## config.mk

```make
export PLATFORM = sky130hd
export DESIGN_NAME = stack_access_sequencer
export DESIGN_NICKNAME = d
export VERILOG_FILES = /design/src/rtl/stack_pkg.sv /design/src/rtl/stack_ptr_calc.sv /design/src/rtl/stack_access_sequencer.sv
export SDC_FILE = /design/constraint.sdc
export NUM_CORES = 1
export LEC_CHECK = 0
export ABC_AREA = 1
export BUFFER_PORTS_ARGS = -buffer_cell sky130_fd_sc_hd__buf_2
export CAP_MARGIN = 15
export CORE_MARGIN = 3
export CORE_UTILIZATION = 49
export CTS_CLUSTER_SIZE = 12
export DETAILED_ROUTE_END_ITERATION = 8
export PLACE_DENSITY_LB_ADDON = 0.2
export REMOVE_ABC_BUFFERS = 1
export SLEW_MARGIN = 20
export SYNTH_ARGS = -nofsm -noshare
export SYNTH_HDL_FRONTEND = slang
export SYNTH_SLANG_ARGS = --single-unit
```

## constraint.sdc

```tcl
create_clock -name clk -period 2.3 [get_ports clk]
set_input_delay 0.46 -clock clk [delete_from_list [all_inputs] [get_ports clk]]
set_output_delay 0.46 -clock clk [all_outputs]
set_load 0.05 [all_outputs]
```

## src/rtl/stack_pkg.sv

```systemverilog
// rtl/stack_pkg.sv - shared types and helpers for the stack access sequencer
// Purpose: command opcodes, sequencer FSM states, controller window codes and
//          the word-index to byte-address helper.
// Ports:   none (package)
package stack_pkg;

    typedef enum logic [1:0] {
        OP_PUSH = 2'b00,
        OP_POP  = 2'b01,
        OP_PEEK = 2'b10,
        OP_DROP = 2'b11
    } stack_op_e;

    typedef enum logic [1:0] {
        ST_IDLE  = 2'b00,
        ST_ISSUE = 2'b01,
        ST_WAIT  = 2'b10,
        ST_RESP  = 2'b11
    } seq_state_e;

    localparam logic [1:0] WIN_BYTE = 2'b00;
    localparam logic [1:0] WIN_HALF = 2'b01;
    localparam logic [1:0] WIN_WORD = 2'b10;

    // Controller is byte addressed; the sequencer only ever does aligned words.
    function automatic logic [7:0] word_to_byte_addr(input logic [5:0] word_idx);
        return {word_idx, 2'b00};
    endfunction

endpackage

```

## src/rtl/stack_ptr_calc.sv

```systemverilog
// rtl/stack_ptr_calc.sv - combinational stack pointer / target index / guard decode
// Purpose: for the presented opcode, compute the stack pointer after the
//          command, the word index the command touches and whether the
//          command must be rejected (STACK_GUARD_EN builds only).
// Ports:   sp       - current stack pointer (0..DEPTH)
//          op       - command opcode
//          offset   - PEEK offset from top
//          sp_next  - stack pointer once the command completes
//          word_idx - memory word index accessed by the command
//          reject   - command refused by the guard (always 0 without the guard)
module stack_ptr_calc import stack_pkg::*; #(
    parameter int DEPTH = 64
) (
    input  logic [6:0] sp,
    input  stack_op_e  op,
    input  logic [5:0] offset,
    output logic [6:0] sp_next,
    output logic [5:0] word_idx,
    output logic       reject
);

    localparam logic [6:0] DEPTH_V = 7'(DEPTH);

    logic [6:0] sp_m1;
    logic [6:0] sp_inc;
    logic [6:0] sp_dec;
    logic [6:0] peek_pos;

    // Raw 7-bit arithmetic gives the address; sp itself wraps inside 0..DEPTH.
    assign sp_m1    = sp - 7'd1;
    assign sp_inc   = (sp == DEPTH_V) ? 7'd0 : sp + 7'd1;
    assign sp_dec   = (sp == 7'd0) ? DEPTH_V - 7'd1 : sp_m1;
    assign peek_pos = sp_m1 - {1'b0, offset};

    always_comb begin
        sp_next  = sp;
        word_idx = 6'd0;
        reject   = 1'b0;
        case (op)
            OP_PUSH: begin
                sp_next  = sp_inc;
                word_idx = sp[5:0];
            end
            OP_POP: begin
                sp_next  = sp_dec;
                word_idx = sp_m1[5:0];
            end
            OP_PEEK: begin
                sp_next  = sp;
                word_idx = peek_pos[5:0];
            end
            OP_DROP: begin
                sp_next  = sp_dec;
                word_idx = 6'd0;
            end
            default: ;
        endcase
`ifdef STACK_GUARD_EN
        case (op)
            OP_PUSH: reject = (sp == DEPTH_V);
            OP_POP:  reject = (sp == 7'd0);
            OP_DROP: reject = (sp == 7'd0);
            OP_PEEK: reject = ({1'b0, offset} >= sp);
            default: reject = 1'b0;
        endcase
`endif
    end

endmodule

```

## src/rtl/stack_access_sequencer.sv

```systemverilog
// rtl/stack_access_sequencer.sv - PUSH/POP/PEEK/DROP sequencer for the stack memory controller
// Purpose: accepts one word-level stack command at a time, drives the stack
//          controller (registered read data, delayed write with forwarding),
//          owns the stack pointer and returns data/status.
// Ports:   clk, rst_n (sync, active-low)
//          cmd_valid/cmd_ready/cmd_op/cmd_data/cmd_offset - command channel
//          rsp_valid/rsp_ready/rsp_data/rsp_err          - response channel
//          depth/empty/full                              - stack occupancy
//          mem_addr/mem_wdata/mem_we/mem_window/mem_rdata - controller side
//          guard_fault - sticky reject flag, present only with STACK_GUARD_EN
// Config:  define STACK_GUARD_EN for overflow/underflow/range rejection.
module stack_access_sequencer import stack_pkg::*; #(
    parameter int DEPTH  = 64,
    parameter int DATA_W = 32
) (
    input  logic              clk,
    input  logic              rst_n,
    input  logic              cmd_valid,
    output logic              cmd_ready,
    input  logic [1:0]        cmd_op,
    input  logic [DATA_W-1:0] cmd_data,
    input  logic [5:0]        cmd_offset,
    output logic              rsp_valid,
    input  logic              rsp_ready,
    output logic [DATA_W-1:0] rsp_data,
    output logic              rsp_err,
    output logic [6:0]        depth,
    output logic              empty,
    output logic              full,
    output logic [7:0]        mem_addr,
    output logic [DATA_W-1:0] mem_wdata,
    output logic              mem_we,
    output logic [1:0]        mem_window,
    input  logic [DATA_W-1:0] mem_rdata
`ifdef STACK_GUARD_EN
    ,
    output logic              guard_fault
`endif
);

    seq_state_e state;
    logic [6:0] sp;
    logic [6:0] sp_pend;
    logic       op_push_q;

    logic [6:0] calc_sp_next;
    logic [5:0] calc_idx;
    logic       calc_reject;
    stack_op_e  op_in;

    assign op_in = stack_op_e'(cmd_op);

    stack_ptr_calc #(.DEPTH(DEPTH)) u_calc (
        .sp       (sp),
        .op       (op_in),
        .offset   (cmd_offset),
        .sp_next  (calc_sp_next),
        .word_idx (calc_idx),
        .reject   (calc_reject)
    );

    assign depth      = sp;
    assign empty      = (sp == 7'd0);
    assign full       = (sp == 7'(DEPTH));
    assign mem_window = WIN_WORD;

    always_ff @(posedge clk) begin
        if (!rst_n) begin
            state     <= ST_IDLE;
            sp        <= 7'd0;
            sp_pend   <= 7'd0;
            op_push_q <= 1'b0;
            cmd_ready <= 1'b1;
            rsp_valid <= 1'b0;
            rsp_data  <= '0;
            rsp_err   <= 1'b0;
            mem_we    <= 1'b0;
            mem_addr  <= 8'd0;
            mem_wdata <= '0;
`ifdef STACK_GUARD_EN
            guard_fault <= 1'b0;
`endif
        end else begin
            case (state)
                ST_IDLE: begin
                    if (cmd_valid) begin
                        cmd_ready <= 1'b0;
                        rsp_data  <= '0;
                        rsp_err   <= 1'b0;
                        op_push_q <= (op_in == OP_PUSH);
                        // sp moves at the end of ISSUE so the address uses the old value
                        sp_pend   <= calc_sp_next;
                        if (calc_reject) begin
                            rsp_err   <= 1'b1;
                            rsp_valid <= 1'b1;
                            state     <= ST_RESP;
`ifdef STACK_GUARD_EN
                            guard_fault <= 1'b1;
`endif
                        end else if (op_in == OP_DROP) begin
                            sp        <= calc_sp_next;
                            rsp_valid <= 1'b1;
                            state     <= ST_RESP;
                        end else begin
                            mem_addr <= word_to_byte_addr(calc_idx);
                            mem_we   <= (op_in == OP_PUSH);
                            if (op_in == OP_PUSH) begin
                                mem_wdata <= cmd_data;
                            end
                            state <= ST_ISSUE;
                        end
                    end
                end
                ST_ISSUE: begin
                    mem_we <= 1'b0;
                    sp     <= sp_pend;
                    if (op_push_q) begin
                        rsp_valid <= 1'b1;
                        state     <= ST_RESP;
                    end else begin
                        state <= ST_WAIT;
                    end
                end
                ST_WAIT: begin
                    // controller read data is registered: valid one cycle after address
                    rsp_data  <= mem_rdata;
                    rsp_valid <= 1'b1;
                    state     <= ST_RESP;
                end
                ST_RESP: begin
                    if (rsp_ready) begin
                        rsp_valid <= 1'b0;
                        cmd_ready <= 1'b1;
                        state     <= ST_IDLE;
                    end
                end
                default: state <= ST_IDLE;
            endcase
        end
    end

endmodule

```

After elaboration in Yosys (flattened, before gate mapping) --
Cells that the tools add are included.
Storage, ports and cells: logic and storage cells 67, input port bits 76, register bits after elaboration 90, output and inout bits 87
Cells by class: add/subtract/negate cells 3, muxes and demuxes 25, bitwise operators 1, reduce and logical (&&, ||, !) cells 16, equal/unequal tests 12
Operators with widths (count):
- $pmux 32 s2 | 1
- $mux 32 | 1
- $mux 7 | 4
- $pmux 7 s3 | 1
- $pmux 6 s3 | 1
- $pmux 7 s2 | 1
- $reduce_and 3->1 | 4
- $ne 2x2->1 const B | 5
- $mux 1 | 9
- $eq 2x2->1 const B | 4
- $pmux 2 s4 | 1
- $reduce_and 4->1 | 2
- $add 7x1->7 const B | 1
- $eq 7x7->1 const B | 1
- $logic_not 7->1 | 1
- $sub 7x1->7 const B | 1
- $mux 2 | 3
- $reduce_and 2->1 | 3
- $reduce_bool 2->1 | 3
- $sub 6x6->6 | 1
- $eq 2x1->1 const B | 2
- $logic_not 2->1 | 2
- $pmux 1 s2 | 2
- $pmux 1 s4 | 1
- 2 further kinds | 2

Longest topological paths before layout --
Gate-level depths: netlist of run 1.
word-level depth 6, depth in mapped cells 16, mapped depth without buffers 15

Cells and area by module --
Synthesis of run 1 repeated with hierarchy kept, for this count alone.
Unflattened totals: cells, all modules 600, area total of the unflattened synthesis 4336.7 µm²
Modules (own cells, without submodules):
- stack_access_sequencer | area an instance 3614.7 µm², instances 1, sequential area each 1821.7 µm², cells an instance 477
- stack_ptr_calc | area an instance 721.9 µm², instances 1, sequential area each 0.0 µm², cells an instance 123

Worst setup path after synthesis of run 1 --
No wires, ideal clock.
path kind register -> register, start point register sp[0] (netlist: depth[0]), end point register mem_addr[6], data arrival time 2386 ps, period minus slack after synthesis 2521 ps, cell stages (with the launch flop) 13, setup slack -221 ps, data required time 2165 ps, path buffers 0, library setup time 135 ps, path through dfxtp_1 > inv_2 > ha_1 > xnor2_1 > inv_1 > ha_1 > nand2_1 > nand2_1 > a21oi_1 > xor2_1 > nor2_1 > o21ai_0 > a21oi_1
On the way: cells in the longest elaborated chain, start to end 3
RTL lines:
- start, declared | line stack_access_sequencer.sv:42 | logic [6:0] sp;
- start signal, assigned | line stack_access_sequencer.sv:101 | sp <= calc_sp_next;
- start signal, assigned | line stack_access_sequencer.sv:116 | sp <= sp_pend;
- $sub 7x1->7 * | line stack_ptr_calc.sv:30 | assign sp_m1 = sp - 7'd1;
- $sub 6x6->6 | line stack_ptr_calc.sv:33 | assign peek_pos = sp_m1 - {1'b0, offset};
- $pmux 6 s3 * | line stack_ptr_calc.sv:39 | case (op)
- end signal, assigned | line stack_access_sequencer.sv:105 | mem_addr <= word_to_byte_addr(calc_idx);
- end, declared | line stack_access_sequencer.sv:30 | output logic [7:0] mem_addr,
Every way passes the cells marked *; elsewhere a longest branch is shown, timed or not. A chain may end at the register's enable or synchronous reset.

Final worst setup path of run 1 --
start point register sp[0] (netlist: depth[0]), end point output port full
On the way: cells in the longest elaborated chain, start to end 1
RTL lines:
- $eq 7x7->1 | line stack_access_sequencer.sv:64 | assign full = (sp == 7'(DEPTH));
- end, declared | line stack_access_sequencer.sv:29 | output logic full,
Every way passes these cells.

==> impl_results.md, run 1 <==
* Status: finished, final reports clean
* FP Rows at 33
* Number of cells on the worst hold path at 3
* Worst Hold Path EP: mem_wdata[29]
* Core Area at 8340 um^2
* Sequential area share after synthesis at 0.421
* Cell breakdown of the critical path: inv_2, ha_1, nand2_2, nor2_4, inv_1, nor2_2, clkbuf_4
* Layout cells sized above 1 at 0.299
* Die Area at 9890 um^2
* Max-slew violation total from the final report at 0
* Inserted Clock Buffers at 9
* Total Power at 6.63 mW
* Wire length of the first global-routing pass at 19600 um
* Filler cell count in the final layout at 785
* Power per Cell Area at roughly 1200 nW/um^2
* Post-Syn Area per Cell at 7.30 um^2
* Number of distinct standard cells referenced by the synthesized netlist at 36
* Worst path max stage delay at 0.33 ns
* Cells after Synth at roughly 590
* Static Leakage at roughly 2.7 nW
* Critical Path Sink Type: output pin
* Number of sinks handled by clock tree synthesis at 90
* Cell at the root of the clock tree: clkbuf_8
* Sum of net half-perimeters after detailed placement at 8460 um
* H-tree depth at 3
* Count of state elements after synthesis at 90
* Detailed router's first-iteration violation count at roughly 180
* Worst Path Arrival at 1.71 ns
* Hold Fails Final Rpt at 0
* Sum of routed wire length over all layers at 11800 um
* Vias at 4372
* Final setup skew at around 0.019 ns
* Nets at slightly above 800
* Path type of the worst setup path: flop to output pin
* Vertical extent of the die at 99.5 um
* Max-capacitance violation count at 0
* Via count of the first global-routing pass at 4258
* Area growth, synth to finish at 25.4%
* Clock tree from TritonCTS: built
* Main synth FF type: dfxtp_1
* Count of antenna diodes in the layout at 0
* Total of buffers placed on input and output ports at 157
* Number of setup violations in the final report at 0
* Top-level I/O count at 163
* Number of buffer and inverter instances along the worst setup path at 3
* GR Overflow Total at 0
* First-pass DRT Iterations at 4
* Buffers from clock root to sink, at most at 2
* Kind of start point of the critical path: flop
* Highest ir drop seen on vdd at around 0.00055 V
* CP max-delay cell: dfxtp_1
* EDFF count, synth at 0
* RSZ-0062 raised after global routing: false
* Reg-to-Reg End: mem_addr[7]
* Post-layout min period at 2.17 ns
* Share of async-settable or async-resettable flops after synthesis at 0
* Hold Crit Start: cmd_data[29]
* GRT Total Usage at 0.239
* Max frequency at approximately 0.46 GHz
* Number of cells on the worst reg-to-reg path at 14
* Die width at 99.5 um
* Startpoint of the lowest-slack register-to-register path: depth[0]
* DRC Markers at 0
* Slew @ Worst Pin at approximately 0.53 ns
* Clock Latency Late Sink at 0.36 ns
* Placer congestion estimate at 0.915
* Worst min-delay path class: primary input to flop
* Top fanout value on the critical path at 6
* Post-synth design cell area at 4280 um^2
* Minimum setup slack among reg-to-reg paths at roughly 0.27 ns
* Pin count of the biggest net entering global routing at 45
* Worst hold margin at 0.313 ns
* Synth Warn # at 0
* DR vias/cell at 5.17
* ANT nets after route at 0
* CP Data Required Time at 1.84 ns
* Worst slew slack as a fraction of its limit at 0.648
* Starting density of the core at 0.513
* Largest delay share family, worst path: buffers and inverters
* WL/cell at 13.9 um
* Share of the clock period used by the worst path after layout at 0.942
* Antenna violations before repair at 0
* Clock slew at reported path FFs at 0.10 ns
## stage by stage
step	std cells	TNS [ns]	setup slack [ns]	area, um^2	utilization
detailed placement	829	0	0.196	5150	0.618
finish	845	0	0.134	5370	0.644
global route	845	0	0.00147	5370	0.644
floorplan	548	-20.50	-0.622	4090	-
CTS	845	0	0.129	5340	0.640
global placement	829	0	0.235	5150	0.618
## routing by layer
layer,GRT usage,vias up,part of all wire
met2,0.388,146,0.47
met3,0.0715,20,0.079
met5,0,-,0
met1,0.306,1996,0.43
li1,-,2210,-
met4,0.0767,0,0.019
## cell type report
cell class | count | area [um^2] | area share
clock buffer | 10 | 128 | 0.0238
clock inverter | 6 | 56.3 | 0.0105
multi-input combinational | 410 | 2140 | 0.398
tap | 105 | 131 | 0.0245
sequential | 90 | 1800 | 0.336
inverter | 48 | 180 | 0.0336
timing repair buffer | 176 | 931 | 0.173
## cell usage after synthesis (all sizes together), types with 2 or more instances
library cell,count,share of area
nand2,69,0.062
clkbuf,20,0.018
o211ai,4,0.0070
nor3,3,0.0047
a21oi,60,0.072
o221ai,2,0.0041
buf,21,0.028
inv,47,0.041
conb,2,0.0018
xor2,7,0.016
dfxtp,90,0.42
nand3,79,0.092
xnor2,2,0.0041
nor2,93,0.087
nand4,2,0.0029
o22ai,3,0.0044
ha,15,0.044
o21ai,63,0.080
## layout by cell type (no fill, tap or decap), types with 2 or more instances in the layout
cell type  Yosys  routed
buf_2          7     156
dfxtp_1       90      89
nor2_1        87      87
nand3_1       79      79
nand2_1       66      66
a21oi_1       58      58
o21ai_0       53      53
inv_1         39      39
buf_4          5      19
ha_1          15      14
clkbuf_8       0       9
inv_2          8       8
xor2_1         6       5
o21ai_1        5       5
conb_1         2       5
nor2_2         4       4
o21ai_2        4       4
o211ai_1       4       4
nand2_2        3       3
o22ai_1        3       3
nor2_4         2       2
xor2_2         1       2
nand4_1        2       2
a21oi_2        2       2
nor3_1         2       2
o221ai_1       2       2
inv_6          0       2
inv_8          0       2
## state kept, by name (all words and copies together) (netlist names)
name and cells:
rsp_data 32, state 2, mem_wdata 32, depth 7, sp_pend 7, rsp_valid 1, cmd_ready 1, mem_addr 6
op_push_q 1, mem_we 1
## cell families after synthesis
logic type      after synthesis  synth area share
simple gates                248             0.253
compound gates              132             0.167
flops                        90             0.421
buf+inv                      89            0.0883
fa+ha+maj                    16            0.0485
xor+xnor                      9            0.0202
other cells                   2           0.00176
## report_power, final
group	internal [mW]	switching (mW)
logic	1.05	2.52
clock network	0.419	0.629
registers	1.84	0.181
total	3.30	3.33
## repair_timing
action,in CTS,in global routing
hold buffers,0,0
hold endpoints to repair,0,0
endpoints found under the setup margin,0,2
setup buffers,0,0
gates resized for setup,0,5
## worst reg2reg max path: cells and delay by family, from the launching register on
| family | cells | cell delay [ns] |
|---|---|---|
| XOR/XNOR | 1 | 0.17 |
| adder cells (fa/ha/maj) | 2 | 0.58 |
| AO/OA/AOI/OAI | 1 | 0.05 |
| AND/OR/NAND/NOR | 8 | 0.63 |
| flip-flops | 1 | 0.33 |
| buffers and inverters | 2 | 0.17 |
## worst max-delay path by stage
stage | slack [ns] | start | cells past startpoint | to
after CTS | 0.13 | depth[0] | 7 | full
after global routing | 0.001 | depth[1] | 16 | mem_addr[7]
after floorplan | -0.62 | state[0] | 9 | mem_wdata[0]
after global placement | 0.23 | depth[0] | 12 | mem_addr[6]
after detailed placement | 0.20 | depth[0] | 12 | mem_addr[6]
final | 0.13 | depth[0] | 7 | full
Note: power is estimated with default switching activity, not from simulation.
==> inputs of run 2 (changes only) <==
Settings changed: ABC_AREA 1 to 0.
==> run 2 against run 1 <==
Flip-flop and latch count is the same. Fmax decreased by 0.45%. Clock-buffer cell count unchanged. First-iteration DRC count up 47%. Final cell count down 8.5%.
==> impl_results.md, run 2 <==
* Die Area at 9650 um^2 (was 9890 um^2)
* Starting density of the core at 0.505 (was 0.513)
* DR vias/cell at 5.44 (was 5.17)
* Count of hold buffers inserted by post-cts repair at 0 (unchanged)
* Max frequency at 0.460 GHz (was 0.462 GHz)
* Via count of the first global-routing pass at 3899 (was 4258)
* Vertical extent of the die at 98.2 um (was 99.5 um)
* Max-capacitance violation count at 0 (unchanged)
* Number of distinct standard cells referenced by the synthesized netlist at 50 (was 36)
* Final Core Density at 0.643 (was 0.644)
* Most common cell after layout, fill and taps aside: buf_2 (unchanged)
* GRT Total Usage at 0.231 (was 0.239)
* WL/cell at 14.9 um (was 13.9 um)
* FP Rows at 33 (unchanged)
* Area growth, synth to finish at 27.5% (was 25.4%)
* Detailed router's first-iteration violation count at 259 (was 176)
* Count of antenna diodes in the layout at 0 (unchanged)
* Share of async-settable or async-resettable flops after synthesis at 0 (unchanged)
* Nets at 755 (was 827)
* Total of buffers placed on input and output ports at 157 (unchanged)
* Main synth FF type: dfxtp_1 (unchanged)
* Max-slew violation total from the final report at 0 (unchanged)
* Most frequent CP cell: inv_1
* Static Leakage at 2.43 nW (was 2.68 nW)
* Pin count of the biggest net entering global routing at 58 (was 45)
* Post-layout min period at 2.18 ns (was 2.17 ns)
* Cells after Synth at 516 (was 586)
* Number of setup violations in the final report at 0 (unchanged)
* Top-level I/O count at 163 (unchanged)
* Critical Path Sink Type: output pin (unchanged)
* Post-place instance area at 5070 um^2 (was 5150 um^2)
* Number of buffer and inverter instances along the worst setup path at 3 (unchanged)
* Buffers from clock root to sink, at most at 2 (unchanged)
* Highest ir drop seen on vdd at 0.000628 V (was 0.000553 V)
* DRC Markers at 0 (unchanged)
* Final Cell Area at 5310 um^2 (was 5370 um^2)
* Clock tree from TritonCTS: built (unchanged)
* Layout cells sized above 1 at 0.317 (was 0.299)
* CP max-delay cell: dfxtp_1 (unchanged)
* Post-Syn Area per Cell at 8.08 um^2 (was 7.30 um^2)
* Worst Path Arrival at 1.72 ns (was 1.71 ns)
* Post-synth design cell area at 4170 um^2 (was 4280 um^2)
* Area fraction of the dominant cell type after synthesis at 0.432 (was 0.421)
* Worst path max stage delay at 0.32 ns (was 0.33 ns)
* Placer congestion estimate at 0.934 (was 0.915)
* ANT nets after route at 0 (unchanged)
* Power per Cell Area at 1220 nW/um^2 (was 1240 nW/um^2)
* GR Overflow Total at 0 (unchanged)
* First-pass DRT Iterations at 6 (was 4)
* CP Data Required Time at 1.84 ns (about the same)
* Status: finished, final reports clean (unchanged)
* Worst min-delay path class: primary input to flop (unchanged)
* Kind of start point of the critical path: flop (unchanged)
* Wire length of the first global-routing pass at 18700 um (was 19600 um)
* Setup WS post-layout at 0.124 ns (was 0.134 ns)
* Worst setup slack after placement at 0.0288 ns (was 0.196 ns)
* Share of the clock period used by the worst path after layout at 0.946 (was 0.942)
* Final setup skew at 0.0122 ns (was 0.0187 ns)
* Core Area at 8260 um^2 (was 8340 um^2)
* Synth Warn # at 0 (unchanged)
* Clock Latency Late Sink at 0.36 ns (about the same)
* Top flop regs: mem_wdata x32, rsp_data x32 (unchanged)
* Ranking of synthesized cells by area: dfxtp_1 43%, nand2_1 7.6%, a21oi_1 6.1%, a22oi_1 5.9%, nor2_1 4.9% (was dfxtp_1 42%, nand3_1 9.2%, nor2_1 7.6%, a21oi_1 6.8%, o21ai_0 6.2%)
* Largest delay share family, worst path: simple AND/OR/NAND/NOR gates (was buffers and inverters)
* Number of sinks handled by clock tree synthesis at 90 (unchanged)
* Slew @ Worst Pin at 0.591 ns (was 0.527 ns)
* Sum of routed wire length over all layers at 11500 um (was 11800 um)
* Cell at the root of the clock tree: clkbuf_8 (unchanged)
* Count of state elements after synthesis at 90 (unchanged)
* Cell breakdown of the critical path: inv_1, ha_2, nor2b_2, nand2_1, inv_1, clkbuf_4 (was inv_2, ha_1, nand2_2, nor2_4, inv_1, nor2_2, clkbuf_4)
* Most frequent cells in the layout: 155 x buf_2, 88 x dfxtp_1, 84 x nand2_1 (was 156 x buf_2, 89 x dfxtp_1, 87 x nor2_1)
* Cell with the most instances after synthesis: dfxtp_1 (unchanged)
* Dominant cell type by area after synthesis: dfxtp_1 (unchanged)
* Sequential area share after synthesis at 0.432 (was 0.421)
* H-tree depth at 3 (unchanged)
* Most numerous cell types in the synthesized netlist: 90 x dfxtp_1, 84 x nand2_1, 54 x nor2_1, 51 x a21oi_1, 33 x a22oi_1 (was 90 x dfxtp_1, 87 x nor2_1, 79 x nand3_1, 66 x nand2_1, 58 x a21oi_1)
* Inserted Clock Buffers at 9 (unchanged)
* Total Power at 6.51 mW (was 6.63 mW)
* Sum of net half-perimeters after detailed placement at 8260 um (was 8460 um)
* Die width at 98.2 um (was 99.5 um)
* Clock slew at reported path FFs at 0.09 ns (was 0.10 ns)
* EDFF count, synth at 0 (unchanged)
* Vias at 4205 (was 4372)
* Worst slew slack as a fraction of its limit at 0.606 (was 0.648)
* Top fanout value on the critical path at 6 (unchanged)
* Antenna violations before repair at 0 (unchanged)
* Hold Fails Final Rpt at 0 (unchanged)
* Path type of the worst setup path: flop to output pin (unchanged)
run 2: cell types whose count changed in the layout (fill, tap and decap cells not counted), moves of 18 or more:
cell,delta
nand3_1,-75
o21ai_0,-36
nor2_1,-34
a22oi_1,+33
inv_1,-18
nand2_1,+18
run 2: layout make-up:
class	count	area (um^2)
clock buffer	10	128
clock inverter	6	72.6
fill	741	2940
inverter	22	82.6
multi-input combinational	363	2130
sequential	90	1800
tap	105	131
timing repair buffer	177	966
run 2: cells by family (layout without fill, tap and decap cells):
logic type / Yosys count / in the layout / share of synthesized area
simple gates: 184 / 184 / 0.194
compound gates: 147 / 147 / 0.231
flops: 90 / 90 / 0.432
buf+inv: 66 / 215 / 0.0666
fa+ha+maj: 16 / 16 / 0.0498
xor+xnor: 8 / 8 / 0.0168
mux: 3 / 3 / 0.00721
other cells: 2 / 5 / 0.00180
run 2: where the power goes:
group	total, mW	switching [mW]	internal [mW]
Combinational	3.41	2.24	1.17
Clock	1.09	0.580	0.515
Sequential	2.00	0.198	1.80
Total	6.51	3.02	3.49
run 2: per-stage QoR:
step / setup TNS (ns) / std cells / hold slack (ns)
after global placement: 0 / 756 / 0.440
final: 0 / 773 / 0.334
after CTS: -0.00104 / 772 / 0.314
after detailed placement: 0 / 756 / 0.446
after floorplan: -16.24 / 475 / 0.432
after global routing: -0.00205 / 773 / 0.321
run 2: layer usage:
layer  up-vias  GRT usage  part of all wire
met4         0     0.0851             0.018
met5         -          0                 0
met1      1926      0.304              0.42
li1       2073          -                 -
met2       190      0.382              0.48
met3        16     0.0407             0.078
run 2: worst reg2reg max path: stages, from the launching register on:
cell and delay [ns]:
dfxtp_1 0.32, inv_1 0.09, ha_2 0.25, nor3b_1 0.24, xor2_1 0.31, ha_1 0.33, o22ai_2 0.22, xnor2_1 0.14
o21ai_0 0.10
run 2: worst paths after layout:
path | cells after the start | from | end | slack, ns
setup / recovery | 6 | depth[1] | empty | 0.12
hold / removal | 3 | cmd_data[2] | mem_wdata[2] | 0.33
setup reg to reg | 8 | depth[1] | mem_addr[7] | 0.19
hold reg to reg | 2 | mem_addr[3] | mem_addr[3] | 0.45
run 2: what timing repair did:
| item | CTS | global route |
|---|---|---|
| setup endpoints to repair | 2 | 5 |
| gates resized for setup | 2 | 7 |
| pin swaps | 0 | 0 |
| buffers inserted | 0 | 1 |
